`config.mk`:
```
export PLATFORM = sky130hd
export DESIGN_NAME = mem_stage_lsu
export DESIGN_NICKNAME = d
export VERILOG_FILES = /design/src/rtl/mem_stage_lsu.sv
export SDC_FILE = /design/constraint.sdc
export NUM_CORES = 1
export LEC_CHECK = 0
export BUFFER_PORTS_ARGS = -buffer_cell sky130_fd_sc_hd__buf_2
export CORE_UTILIZATION = 54
export DETAILED_ROUTE_END_ITERATION = 7
export PLACE_DENSITY = 0.85
export SYNTH_ARGS = -nofsm -noshare
export SYNTH_HDL_FRONTEND = slang
export SYNTH_SLANG_ARGS = --single-unit
export TNS_END_PERCENT = 20
```
`constraint.sdc`:
```
create_clock -name clk -period 4.8 [get_ports clk]
set_input_delay 0.72 -clock clk [delete_from_list [all_inputs] [get_ports clk]]
set_output_delay 0.72 -clock clk [all_outputs]
set_load 0.005 [all_outputs]
```
`src/rtl/mem_stage_lsu.sv`:
```
// M-stage load/store unit: bus req/ack handshake, store lanes, load extension, timeout watchdog.
// Latency: IDLE + N REQ cycles + DONE (3 cycles min); StallM holds the pipe until DONE. Optional macro: MISALIGN_TRAP_EN.
module mem_stage_lsu #(
    parameter int unsigned TIMEOUT_CYCLES = 255
) (
    input  logic        clk,
    input  logic        n_rst,
    input  logic        MemReadM,
    input  logic        MemWriteM,
    input  logic [2:0]  funct3M,
    input  logic [31:0] ALUResultM,
    input  logic [31:0] WriteDataM,
    output logic [31:0] ReadData,
    output logic        StallM,
    output logic        dreq,
    output logic        dwe,
    output logic [31:0] daddr,
    output logic [3:0]  dbe,
    output logic [31:0] dwdata,
    input  logic        dack,
    input  logic [31:0] drdata,
    output logic        bus_err,
    output logic        misalign_err
);

    typedef enum logic [1:0] {IDLE, REQ, DONE} state_t;

    localparam logic [15:0] TIMER_MAX = 16'(TIMEOUT_CYCLES - 1);

    state_t      state_q, state_d;
    logic [15:0] timer_q, timer_d;
    logic [31:0] rdata_q, rdata_d;
    logic [31:0] daddr_q, daddr_d;
    logic [31:0] dwdata_q, dwdata_d;
    logic [3:0]  dbe_q, dbe_d;
    logic        dwe_q, dwe_d;
    logic        load_q, load_d;
    logic [2:0]  f3_q, f3_d;
    logic [1:0]  a_q, a_d;
    logic        bus_err_q, bus_err_d;

    logic        op_vld;
    logic [1:0]  a_in;
    logic [3:0]  be_in;
    logic [31:0] wd_in;
    logic [31:0] rd_shift;
    logic [15:0] rd_half;
    logic [31:0] ld_ext;
    logic        misal_in;

    assign op_vld = MemReadM | MemWriteM;
    assign a_in   = ALUResultM[1:0];

    // Size comes from funct3[1:0]; encodings 10/11 both behave as a full word.
    always_comb begin
        be_in = 4'b1111;
        wd_in = WriteDataM;
        case (funct3M[1:0])
            2'b00: begin
                be_in = 4'b0001 << a_in;
                wd_in = {4{WriteDataM[7:0]}};
            end
            2'b01: begin
                be_in = a_in[1] ? 4'b1100 : 4'b0011;
                wd_in = {2{WriteDataM[15:0]}};
            end
            default: ;
        endcase
    end

    assign rd_shift = drdata >> {a_q, 3'b000};
    assign rd_half  = a_q[1] ? drdata[31:16] : drdata[15:0];

    always_comb begin
        case (f3_q)
            3'b000:  ld_ext = {{24{rd_shift[7]}}, rd_shift[7:0]};
            3'b001:  ld_ext = {{16{rd_half[15]}}, rd_half};
            3'b100:  ld_ext = {24'h0, rd_shift[7:0]};
            3'b101:  ld_ext = {16'h0, rd_half};
            default: ld_ext = drdata;
        endcase
    end

`ifdef MISALIGN_TRAP_EN
    logic mis_err_q, mis_err_d;

    always_comb begin
        case (funct3M[1:0])
            2'b00:   misal_in = 1'b0;
            2'b01:   misal_in = a_in[0];
            default: misal_in = (a_in != 2'b00);
        endcase
    end

    always_ff @(posedge clk or negedge n_rst) begin
        if (!n_rst) mis_err_q <= 1'b0;
        else        mis_err_q <= mis_err_d;
    end

    assign mis_err_d    = (state_q == IDLE) && op_vld && misal_in;
    assign misalign_err = mis_err_q;
`else
    assign misal_in     = 1'b0;
    assign misalign_err = 1'b0;
`endif

    always_comb begin
        state_d   = state_q;
        timer_d   = timer_q;
        rdata_d   = rdata_q;
        daddr_d   = daddr_q;
        dwdata_d  = dwdata_q;
        dbe_d     = dbe_q;
        dwe_d     = dwe_q;
        load_d    = load_q;
        f3_d      = f3_q;
        a_d       = a_q;
        bus_err_d = 1'b0;
        StallM    = 1'b0;
        case (state_q)
            IDLE: begin
                if (op_vld) begin
                    StallM = 1'b1;
                    if (misal_in) begin
                        state_d = DONE;
                        if (MemReadM) rdata_d = 32'h0;
                    end else begin
                        state_d  = REQ;
                        daddr_d  = {ALUResultM[31:2], 2'b00};
                        dbe_d    = be_in;
                        dwdata_d = wd_in;
                        dwe_d    = MemWriteM;
                        load_d   = MemReadM;
                        f3_d     = funct3M;
                        a_d      = a_in;
                    end
                end
            end
            REQ: begin
                StallM = 1'b1;
                // A dack in the final window cycle still wins over the timeout.
                if (dack) begin
                    if (load_q) rdata_d = ld_ext;
                    state_d = DONE;
                    timer_d = 16'h0;
                end else if (timer_q == TIMER_MAX) begin
                    rdata_d   = 32'h0;
                    bus_err_d = 1'b1;
                    state_d   = DONE;
                    timer_d   = 16'h0;
                end else begin
                    timer_d = timer_q + 16'h1;
                end
            end
            DONE:    state_d = IDLE;
            default: state_d = IDLE;
        endcase
    end

    always_ff @(posedge clk or negedge n_rst) begin
        if (!n_rst) begin
            state_q   <= IDLE;
            timer_q   <= 16'h0;
            rdata_q   <= 32'h0;
            daddr_q   <= 32'h0;
            dwdata_q  <= 32'h0;
            dbe_q     <= 4'h0;
            dwe_q     <= 1'b0;
            load_q    <= 1'b0;
            f3_q      <= 3'h0;
            a_q       <= 2'h0;
            bus_err_q <= 1'b0;
        end else begin
            state_q   <= state_d;
            timer_q   <= timer_d;
            rdata_q   <= rdata_d;
            daddr_q   <= daddr_d;
            dwdata_q  <= dwdata_d;
            dbe_q     <= dbe_d;
            dwe_q     <= dwe_d;
            load_q    <= load_d;
            f3_q      <= f3_d;
            a_q       <= a_d;
            bus_err_q <= bus_err_d;
        end
    end

    assign ReadData = rdata_q;
    assign dreq     = (state_q == REQ);
    assign dwe      = dwe_q;
    assign daddr    = daddr_q;
    assign dbe      = dbe_q;
    assign dwdata   = dwdata_q;
    assign bus_err  = bus_err_q;

endmodule

```
==> implementation parameters <==
Parameter                              Value

Global routing
  Initial antenna violation count    0
  Largest net degree at the start of global routing    92
  Wire length of the first global-routing pass    26.64 mm
  Via count of the first global-routing pass    5,335
  Sum of overflow across all layers after global routing    0
  Global-route usage over all layers    0.3029

Yosys
  Register bit count reported by yosys    124
  Synth warn    0
  Synthesized area divided by synthesized cell count    9.091 sq um
  Top cells by area in the synthesized netlist    dfrtp_1 52%, nand2_1 13%, mux2i_1 6.7%
  Distinct cells, synth    50
  Post-synthesis instance total    659
  Largest area contributor in the netlist    dfrtp_1
  Proportion of synthesized chip area in sequential cells    0.5180
  Library cell with the highest instance count after synthesis    nand2_1
  Number of flops mapped to enable cells by yosys    0
  Netlist area before placement    0.005991 sq mm
  Area share of the largest cell type after synthesis    0.5180
  Commonest cells in the synthesized netlist    205 x nand2_1, 124 x dfrtp_1, 40 x mux2i_1, 37 x o21ai_0, 33 x nor2_1
  Async set-reset flop share out of synthesis    1.000
  Most frequently used flop master after synthesis    dfrtp_1

Clocking
  CTS Sinks    124
  Clock latency of the later-clocked register in the worst-skew pair    530 ps
  Deepest clock path buffer count    2
  CTS tree    built
  # H-tree levels    4
  Hold Buf Count CTS    0
  Worst-path clk slew    60 ps
  Setup bufs post-CTS    0
  Quantity of gates resized following cts    0
  Number of CTS-inserted buffers    17
  Cell at the root of the clock tree    clkbuf_8

Route
  DR WL met2    8.071 mm
  Number of antenna-violating nets in the routed design    0
  Highest signal layer in the routed design    met4
  Via count    5,578
  DR vias/cell    5.612
  DRT Wirelength    16.69 mm
  Routed metal-1 wirelength    6.878 mm
  Routed WL per cell    16.79 microns
  Initial drt markers    413
  # DRC    0
  Detailed-routed wire length on met3    1.489 mm
  Count of TritonRoute iterations in the first routing pass    5

Place
  IO buf count    205
  Final weighted congestion of routability-driven global placement    0.8600
  Final HPWL from detailed placement    11.06 mm
  Cell count after placement    963
  Pre-CTS setup slack    2075 ps
  Post-detailed-placement cell area    0.007028 sq mm

Floorplanning
  Row cnt    38
  Core area    0.01084 sq mm
  Die width    107.3 microns
  Initial core utilization    0.5526
  I/O pin count    209
  Die ar.    0.01152 sq mm
  Floorplan die height    107.3 microns

Critical path
  Setup crit end kind    output port
  Max FO, Critical Path    20
  Type of origin of the critical path    flop
  Reg-to-reg critical path startpoint    timer_q[4]
  WP data required    4080 ps
  Worst R2R Setup Slack    2280 ps
  Reg2reg path depth    4
  Critical R2R Capture    ReadData[22]
  Critical path type    reg -> out
  Arrival time at the worst endpoint    1920 ps

STA
  Fmax    378.1 MHz
  Actual transition at the worst max-transition pin    1224 ps
  Final Hold Vio Count    0
  Clock period minus final worst setup slack    2645 ps
  Period utilization    0.5509
  Post-route worst setup slack    2155 ps
  Final-layout worst hold slack    294.5 ps
  Setup violation total in the final timing report    0
  Total negative setup slack    0 ps
  Unrepaired setup endpoints after global routing    false
  Clock Skews    8.648 ps
  Max Transition Viols Final    0
  Worst slew margin    0.1821

Power and ir drop
  Pwr per Cell Area    628.0 mW/mm^2
  Static power due to leakage    3.938 nW
  Worst IR Drop VDD    0.3916 mV
  Total power    4.774 mW

Layout
  N_diodes    0
  Final instance count without filler cells    994
  Area Overhead vs Synth    26.90%
  Fraction of layout cells with a size suffix above 1    0.2927
  Util after Layout    0.7013
  Number of nets at the end of the flow    948
  Final cell area excluding filler cells    0.007602 sq mm

Hold path
  Worst min-delay path class    in -> async

Status
  Result of the run    completed

Run
  Total of max-cap violations    0
where the power goes:
group	internal, mW	switching [mW]	total [mW]
sequential	1.50	0.336	1.84
combinational	0.699	0.987	1.69
clock	0.773	0.479	1.25
total	2.97	1.80	4.77
final cells by class:
| type | instances | area, sq um |
|---|---|---|
| Sequential cell | 124 | 3103 |
| Timing Repair Buffer | 209 | 1059 |
| Multi-Input combinational cell | 469 | 2613 |
| Fill cell | 819 | 3238 |
| Clock inverter | 11 | 118.9 |
| Inverter | 21 | 78.83 |
| Clock buffer | 20 | 455.4 |
| Tap cell | 140 | 175.2 |
state kept, by name, summed over array words and instances (netlist names):
signal    cells
ReadData     32
state_q       2
load_q        1
timer_q      16
dwe           1
f3_q          3
daddr        30
a_q           2
dwdata       32
bus_err       1
dbe           4
critical path, stage by stage, from the launching register on:
cell      delay (ps)
dfrtp_1          440
nand2b_1         650
inv_1            140
buf_2            160
worst max path at each step:
stage                from            to  slack [ps]  cells after the start
2_1_floorplan        dack  ReadData[23]        2990                      5
3_3_place_gp         dack   ReadData[6]        2100                      4
3_5_place_dp         dack   ReadData[0]        2080                      6
4_1_cts        state_q[1]          dreq        2170                      3
5_1_grt        state_q[1]          dreq        2070                      3
6_report       state_q[1]          dreq        2160                      3
cell usage in the layout, fill, tap and decap left out, types with 2 or more instances in the layout:
cell,synthesis,layout
a21oi_1,18,18
a221o_1,8,8
a31oi_1,14,14
and2_0,2,2
and2_1,4,4
and3_1,3,3
and4_1,3,3
buf_2,7,204
buf_4,8,5
bufinv_16,0,2
clkbuf_16,0,16
clkbuf_8,0,4
clkinv_2,0,4
clkinvlp_4,0,4
conb_1,1,3
dfrtp_1,124,124
ha_1,2,2
inv_1,21,21
mux2i_1,40,40
nand2_1,205,205
nand2b_1,9,9
nand3_1,9,9
nand4_1,7,7
nand4b_1,2,2
nor2_1,33,33
nor3_1,2,2
o21ai_0,37,37
o21ai_1,14,13
o221ai_1,6,6
o22ai_1,3,3
o31a_1,3,3
o31ai_1,3,3
o32ai_1,16,16
or2b_1,3,3
or3_1,2,2
cell families after synthesis:
| logic type | Yosys count | share of synthesized area |
|---|---|---|
| mux | 41 | 0.07059 |
| compound gates | 130 | 0.1414 |
| buf+inv | 68 | 0.05033 |
| fa+ha+maj | 2 | 0.004176 |
| simple gates | 293 | 0.2149 |
| flops | 124 | 0.5180 |
| other cells | 1 | 0.0006260 |
layer usage:
| layer | GRT usage | up-vias |
|---|---|---|
| li1 | - | 2619 |
| met1 | 0.3913 | 2642 |
| met2 | 0.5018 | 288 |
| met3 | 0.07688 | 29 |
| met4 | 0.09393 | 0 |
| met5 | 0 | - |
Note: power is estimated with default switching activity, not from simulation.
